<file path="src/rtl/cpu16_pkg.sv">
// Shared constants and types for the 16-bit CPU data-memory side blocks.
// Used by dmem_copy_engine.
package cpu16_pkg;

    localparam int ADDR_W = 10;
    localparam int DATA_W = 16;
    localparam int LEN_W  = 11;

    localparam logic [LEN_W-1:0] MAX_LEN = LEN_W'(1024);

    typedef enum logic [1:0] {
        IDLE = 2'd0,
        RD   = 2'd1,
        WR   = 2'd2,
        DONE = 2'd3
    } copy_state_t;

    // A full memory's worth of words is the largest copy that makes sense.
    function automatic logic [LEN_W-1:0] clamp_len(input logic [LEN_W-1:0] len);
        return (len > MAX_LEN) ? MAX_LEN : len;
    endfunction

endpackage

</file>
<file path="src/rtl/dmem_copy_engine.sv">
// Block copy master for the 16-bit data memory port: one read/write pair per word.
// Optional running checksum of the words read, enabled by DMEM_COPY_CHECKSUM_EN.
module dmem_copy_engine
    import cpu16_pkg::*;
(
    input  logic              i_clk,
    input  logic              i_reset,
    input  logic              i_start,
    input  logic [ADDR_W-1:0] i_src_addr,
    input  logic [ADDR_W-1:0] i_dst_addr,
    input  logic [LEN_W-1:0]  i_length,
    output logic              o_busy,
    output logic              o_done,
    output logic [ADDR_W-1:0] o_mem_address,
    output logic [DATA_W-1:0] o_mem_writedata,
    output logic              o_mem_memread,
    output logic              o_mem_memwrite,
    input  logic [DATA_W-1:0] i_mem_readdata
`ifdef DMEM_COPY_CHECKSUM_EN
    ,
    output logic [DATA_W-1:0] o_checksum
`endif
);

    copy_state_t       r_state;
    copy_state_t       w_next_state;
    logic [ADDR_W-1:0] r_src_q;
    logic [ADDR_W-1:0] r_dst_q;
    logic [LEN_W-1:0]  r_rem_q;
    logic [DATA_W-1:0] r_data_q;
    logic [LEN_W-1:0]  w_len_clamped;
    logic              w_accept;

    assign w_len_clamped = clamp_len(i_length);
    assign w_accept      = (r_state == IDLE) && i_start;

    // NOTE: sequential state is written with non-blocking assignments only.
    always_ff @(posedge i_clk) begin
        if (i_reset) begin
            r_state <= IDLE;
        end else begin
            r_state <= w_next_state;
        end
    end

    always_comb begin
        // NOTE: default first so every path assigns it and no latch is inferred.
        w_next_state = r_state;
        case (r_state)
            IDLE: begin
                if (i_start) begin
                    w_next_state = (w_len_clamped != '0) ? RD : DONE;
                end
            end
            RD:      w_next_state = WR;
            WR:      w_next_state = (r_rem_q != LEN_W'(1)) ? RD : DONE;
            DONE:    w_next_state = IDLE;
            default: w_next_state = IDLE;
        endcase
    end

    always_ff @(posedge i_clk) begin
        if (i_reset) begin
            r_src_q  <= '0;
            r_dst_q  <= '0;
            r_rem_q  <= '0;
            r_data_q <= '0;
        end else begin
            case (r_state)
                IDLE: begin
                    if (i_start) begin
                        r_src_q <= i_src_addr;
                        r_dst_q <= i_dst_addr;
                        r_rem_q <= w_len_clamped;
                    end
                end
                RD: begin
                    r_data_q <= i_mem_readdata;
                    r_src_q  <= r_src_q + ADDR_W'(1);
                end
                WR: begin
                    r_dst_q <= r_dst_q + ADDR_W'(1);
                    r_rem_q <= r_rem_q - LEN_W'(1);
                end
                default: ;
            endcase
        end
    end

    // Moore outputs: the bus is parked at zero whenever no transfer is in flight.
    always_comb begin
        o_busy          = 1'b0;
        o_done          = 1'b0;
        o_mem_address   = '0;
        o_mem_writedata = '0;
        o_mem_memread   = 1'b0;
        o_mem_memwrite  = 1'b0;
        case (r_state)
            RD: begin
                o_busy        = 1'b1;
                o_mem_memread = 1'b1;
                o_mem_address = r_src_q;
            end
            WR: begin
                o_busy          = 1'b1;
                o_mem_memwrite  = 1'b1;
                o_mem_address   = r_dst_q;
                o_mem_writedata = r_data_q;
            end
            DONE:    o_done = 1'b1;
            default: ;
        endcase
    end

`ifdef DMEM_COPY_CHECKSUM_EN
    logic [DATA_W-1:0] r_checksum;

    always_ff @(posedge i_clk) begin
        if (i_reset || w_accept) begin
            r_checksum <= '0;
        end else if (r_state == RD) begin
            r_checksum <= r_checksum + i_mem_readdata;
        end
    end

    assign o_checksum = r_checksum;
`else
    logic w_unused;
    assign w_unused = w_accept;
`endif

endmodule

</file>
<file path="config.mk">
export PLATFORM = sky130hd
export DESIGN_NAME = dmem_copy_engine
export DESIGN_NICKNAME = d
export VERILOG_FILES = /design/src/rtl/cpu16_pkg.sv /design/src/rtl/dmem_copy_engine.sv
export SDC_FILE = /design/constraint.sdc
export NUM_CORES = 1
export LEC_CHECK = 0
export BUFFER_PORTS_ARGS = -buffer_cell sky130_fd_sc_hd__buf_2
export CAP_MARGIN = 20
export CORE_AREA = 4 4 104 106
export DETAILED_ROUTE_END_ITERATION = 8
export DIE_AREA = 0 0 108 110
export PLACE_DENSITY = 0.59
export SKIP_LAST_GASP = 1
export SLEW_MARGIN = 20
export SYNTH_ARGS = -nofsm -noshare
export SYNTH_HDL_FRONTEND = slang
export SYNTH_SLANG_ARGS = --single-unit
</file>
<file path="constraint.sdc">
create_clock -name i_clk -period 2.2 [get_ports i_clk]
set_input_delay 0.22 -clock i_clk [delete_from_list [all_inputs] [get_ports i_clk]]
set_output_delay 0.22 -clock i_clk [all_outputs]
set_load 0.05 [all_outputs]
</file>
==> results.md <==
- XOR/XNOR Fraction of Synth Area: 0.299%
- Mapped Area: 2930 µm²
- Net switching power figure: 1830 µW
- Largest family of logic cells by synthesized area: compound AO/OA/AOI/OAI gates
- Fin util: 37.8%
- Ys Warns: 0
- Seq pwr share: 33.7%
- Slew margin rel.: 63.8%
- CP arrival: 1830 ps
- Layout cells sized above 1: 28.0%
- Max capacitance violation total: 0
- DIE AREA: 11900 µm²
- Worst-Skew Late Latency: 300 ps
- Comb pwr share: 52.5%
- Max Freq: 488 MHz
- Int Pwr: 2210 µW
- Antenna cells: 0
- Total Routing Usage GR: 14.2%
- Tmin final: 2050 ps
- Setup violations, final: 0
- Htree depth: 2
- Register bit total from synthesis: 49
- Part of the cycle the worst path needs: 93.2%
- WL/cell: 15.1 µm
- Crit path cell chain: inv_1 -> ha_4 -> buf_4 -> a22oi_1 -> nor2b_4 -> buf_2
- CP max-delay cell: dfxtp_1
- Post-CTS setup buffers: 0
- Drt drc: 0
- Clock Skew: 10.9 ps
- Post-Route WL: 8.59 mm
- Initial drt markers: 208
- Power consumption: 4050 µW
- Ys async rst share: 0%
- First-pass GRT wire length: 13.6 mm
- Cells on worst reg2reg path: 6
- Pre-antenna DRT Iters: 5
- Initial antenna violation count: 0
- EDFF count, synth: 0
- Post-synthesis adder-cell area fraction: 3.42%
- Final Hold Slack: 144 ps
- Startpoint Class: register
- Max Fanout on Critical Path: 17
- Mux contribution to synthesized area: 7.57%
- Rows: 36
- Mean Syn Cell Area: 8.13 µm²
- Slew Viols, Final: 0
- Status: complete, no violations
- Crit end category: primary output
- Crit-path max cell delay: 420 ps
- Avg Vias per Cell: 5.13
- Lkg Pwr: 0.00147 µW
- Area grow syn2layout: 26.3%
- Sw Share: 45.3%
- CTS root buffer: clkbuf_8
- Most frequent cells in the layout: 78 x buf_2, 49 x dfxtp_1, 32 x nor2_1, 24 x a21oi_1, 22 x nand2_1
- Fin nets: 493
- Initial core utilization: 29.9%
- Worst-margin pin slew: 538 ps
- Crit Path Category: reg2out
- Worst min path class: in2reg
- Final TNS setup: 0 ps
- Chip width: 108 µm
- Worst VDD drop: 0.469 mV
- Final Hold Fails: 0
- Synth unique cells: 49
- Post-synthesis compound-gate area fraction: 26.0%
- Cells after synthesis: 360
- Commonest non-fill, non-tap cell in the layout: buf_2
- TritonCTS clock tree: built
- Final ANT Viol Nets: 0
- RSZ-0062 raised after global routing: no
- Hold path cells: 3
- Routability Congestion: 0.834
- Synthesized Nets: 418
- Main synth FF type: dfxtp_1
- IO Pins: 80
- Reg clk slew, reported paths: 100 ps
- DIE HEIGHT: 110 µm
- Largest net degree at the start of global routing: 22
- TritonCTS Buffers: 5
- Gr ovfl total: 0
- Clock buffer depth: 2
- Vias: 2920
- Core ar.: 9770 µm²
- Hpwl dp: 6.56 mm
- Post-synthesis sequential area ratio: 33.5%
- Vias in the first global route: 2709
- # port buffers: 79
- Fillers: 1030
- Hold buffers post-CTS: 0
- Cell Pwr Density: 1090 nW/µm²
- # clock sinks: 49
- Clk pwr share: 13.8%
- Simple-gate share of the synthesized area: 23.9%
- Critical Path RT: 1980 ps
## stage by stage
stage	worst slack, ps	std cells	area [µm²]
2_1_floorplan	67.9	360	3010
3_3_place_gp	365	561	3570
3_5_place_dp	281	561	3570
4_1_cts	28.9	569	3680
5_1_grt	6.94	569	3700
6_report	149	569	3700
## layer usage
layer  GRT usage, %  vias up  share of wire, %
met5              0        -                 0
met4           3.52        0              0.64
met3           1.98        2               4.3
met2           23.4       74                49
met1           19.6     1371                46
li1               -     1473                 -
## cell type report
type	instances	area, µm²	area share [%]
tap	133	166	4.50
inverter	13	48.8	1.32
clock buffer	5	68.8	1.86
multi-input combinational	273	1900	51.4
timing repair buffer	93	507	13.7
sequential	49	981	26.5
clock inverter	3	25.0	0.677
## cells in the mapped netlist, types with 3 or more instances
| library cell | count | area share [%] |
|---|---|---|
| a31oi_1 | 5 | 1.1 |
| o21ai_0 | 21 | 3.6 |
| a211oi_1 | 11 | 2.8 |
| ha_1 | 8 | 3.4 |
| nor4_1 | 7 | 1.5 |
| nand2b_1 | 7 | 1.5 |
| a21boi_0 | 3 | 0.77 |
| inv_1 | 13 | 1.7 |
| a311oi_1 | 9 | 2.7 |
| nor2_1 | 32 | 4.1 |
| nand2_1 | 22 | 2.8 |
| nand3_1 | 9 | 1.5 |
| nor3_1 | 8 | 1.4 |
| a21oi_1 | 24 | 4.1 |
| o21a_1 | 4 | 1.0 |
| dfxtp_1 | 49 | 34 |
| o31ai_1 | 5 | 1.3 |
| and2_1 | 18 | 3.8 |
| or4_1 | 4 | 1.0 |
| a22oi_1 | 12 | 3.1 |
| clkbuf_1 | 15 | 1.9 |
| nor2b_1 | 11 | 2.4 |
| mux2i_1 | 21 | 7.2 |
| o32ai_1 | 5 | 1.5 |
| buf_2 | 8 | 1.4 |
## state kept, by name, summed over array words and instances (netlist names)
signal / cells
r_data_q: 16
r_dst_q: 10
r_src_q: 10
r_rem_q: 11
r_state: 2
## kinds of logic after synthesis
logic type | after synthesis
flops | 49
compound gates | 111
fa+ha+maj | 8
simple gates | 131
mux | 22
buf+inv | 38
xor+xnor | 1
## final timing paths
| path | from | endpoint | slack (ps) |
|---|---|---|---|
| worst max register to register | r_state[0] | r_dst_q[7] | 250 |
| worst min register to register | r_src_q[9] | r_src_q[9] | 490 |
| worst min-delay path | i_mem_readdata[2] | r_data_q[2] | 140 |
| worst max-delay path | r_state[1] | o_mem_address[9] | 150 |
## worst max-delay path: cells and delay by family, from the launching register on
kind / cells / cell delay (ps)
buffers and inverters: 3 / 500
adder cells (fa/ha/maj): 1 / 240
flip-flops: 1 / 420
AND/OR/NAND/NOR: 1 / 60
AO/OA/AOI/OAI: 1 / 290
## power by group through the flow
stage | clock (µW) | combinational [µW] | sequential (µW)
after floorplan | 0 | 1640 | 1300
after CTS | 585 | 2110 | 1350
after global placement | 0 | 2060 | 1360
after detailed placement | 0 | 2090 | 1370
final | 557 | 2130 | 1360
after global routing | 607 | 2340 | 1390
## what timing repair did
action,CTS,global route
endpoints found under the setup margin,1,7
resized for setup,1,4
pin swaps,0,0
Power figures use the tool's default switching activity.
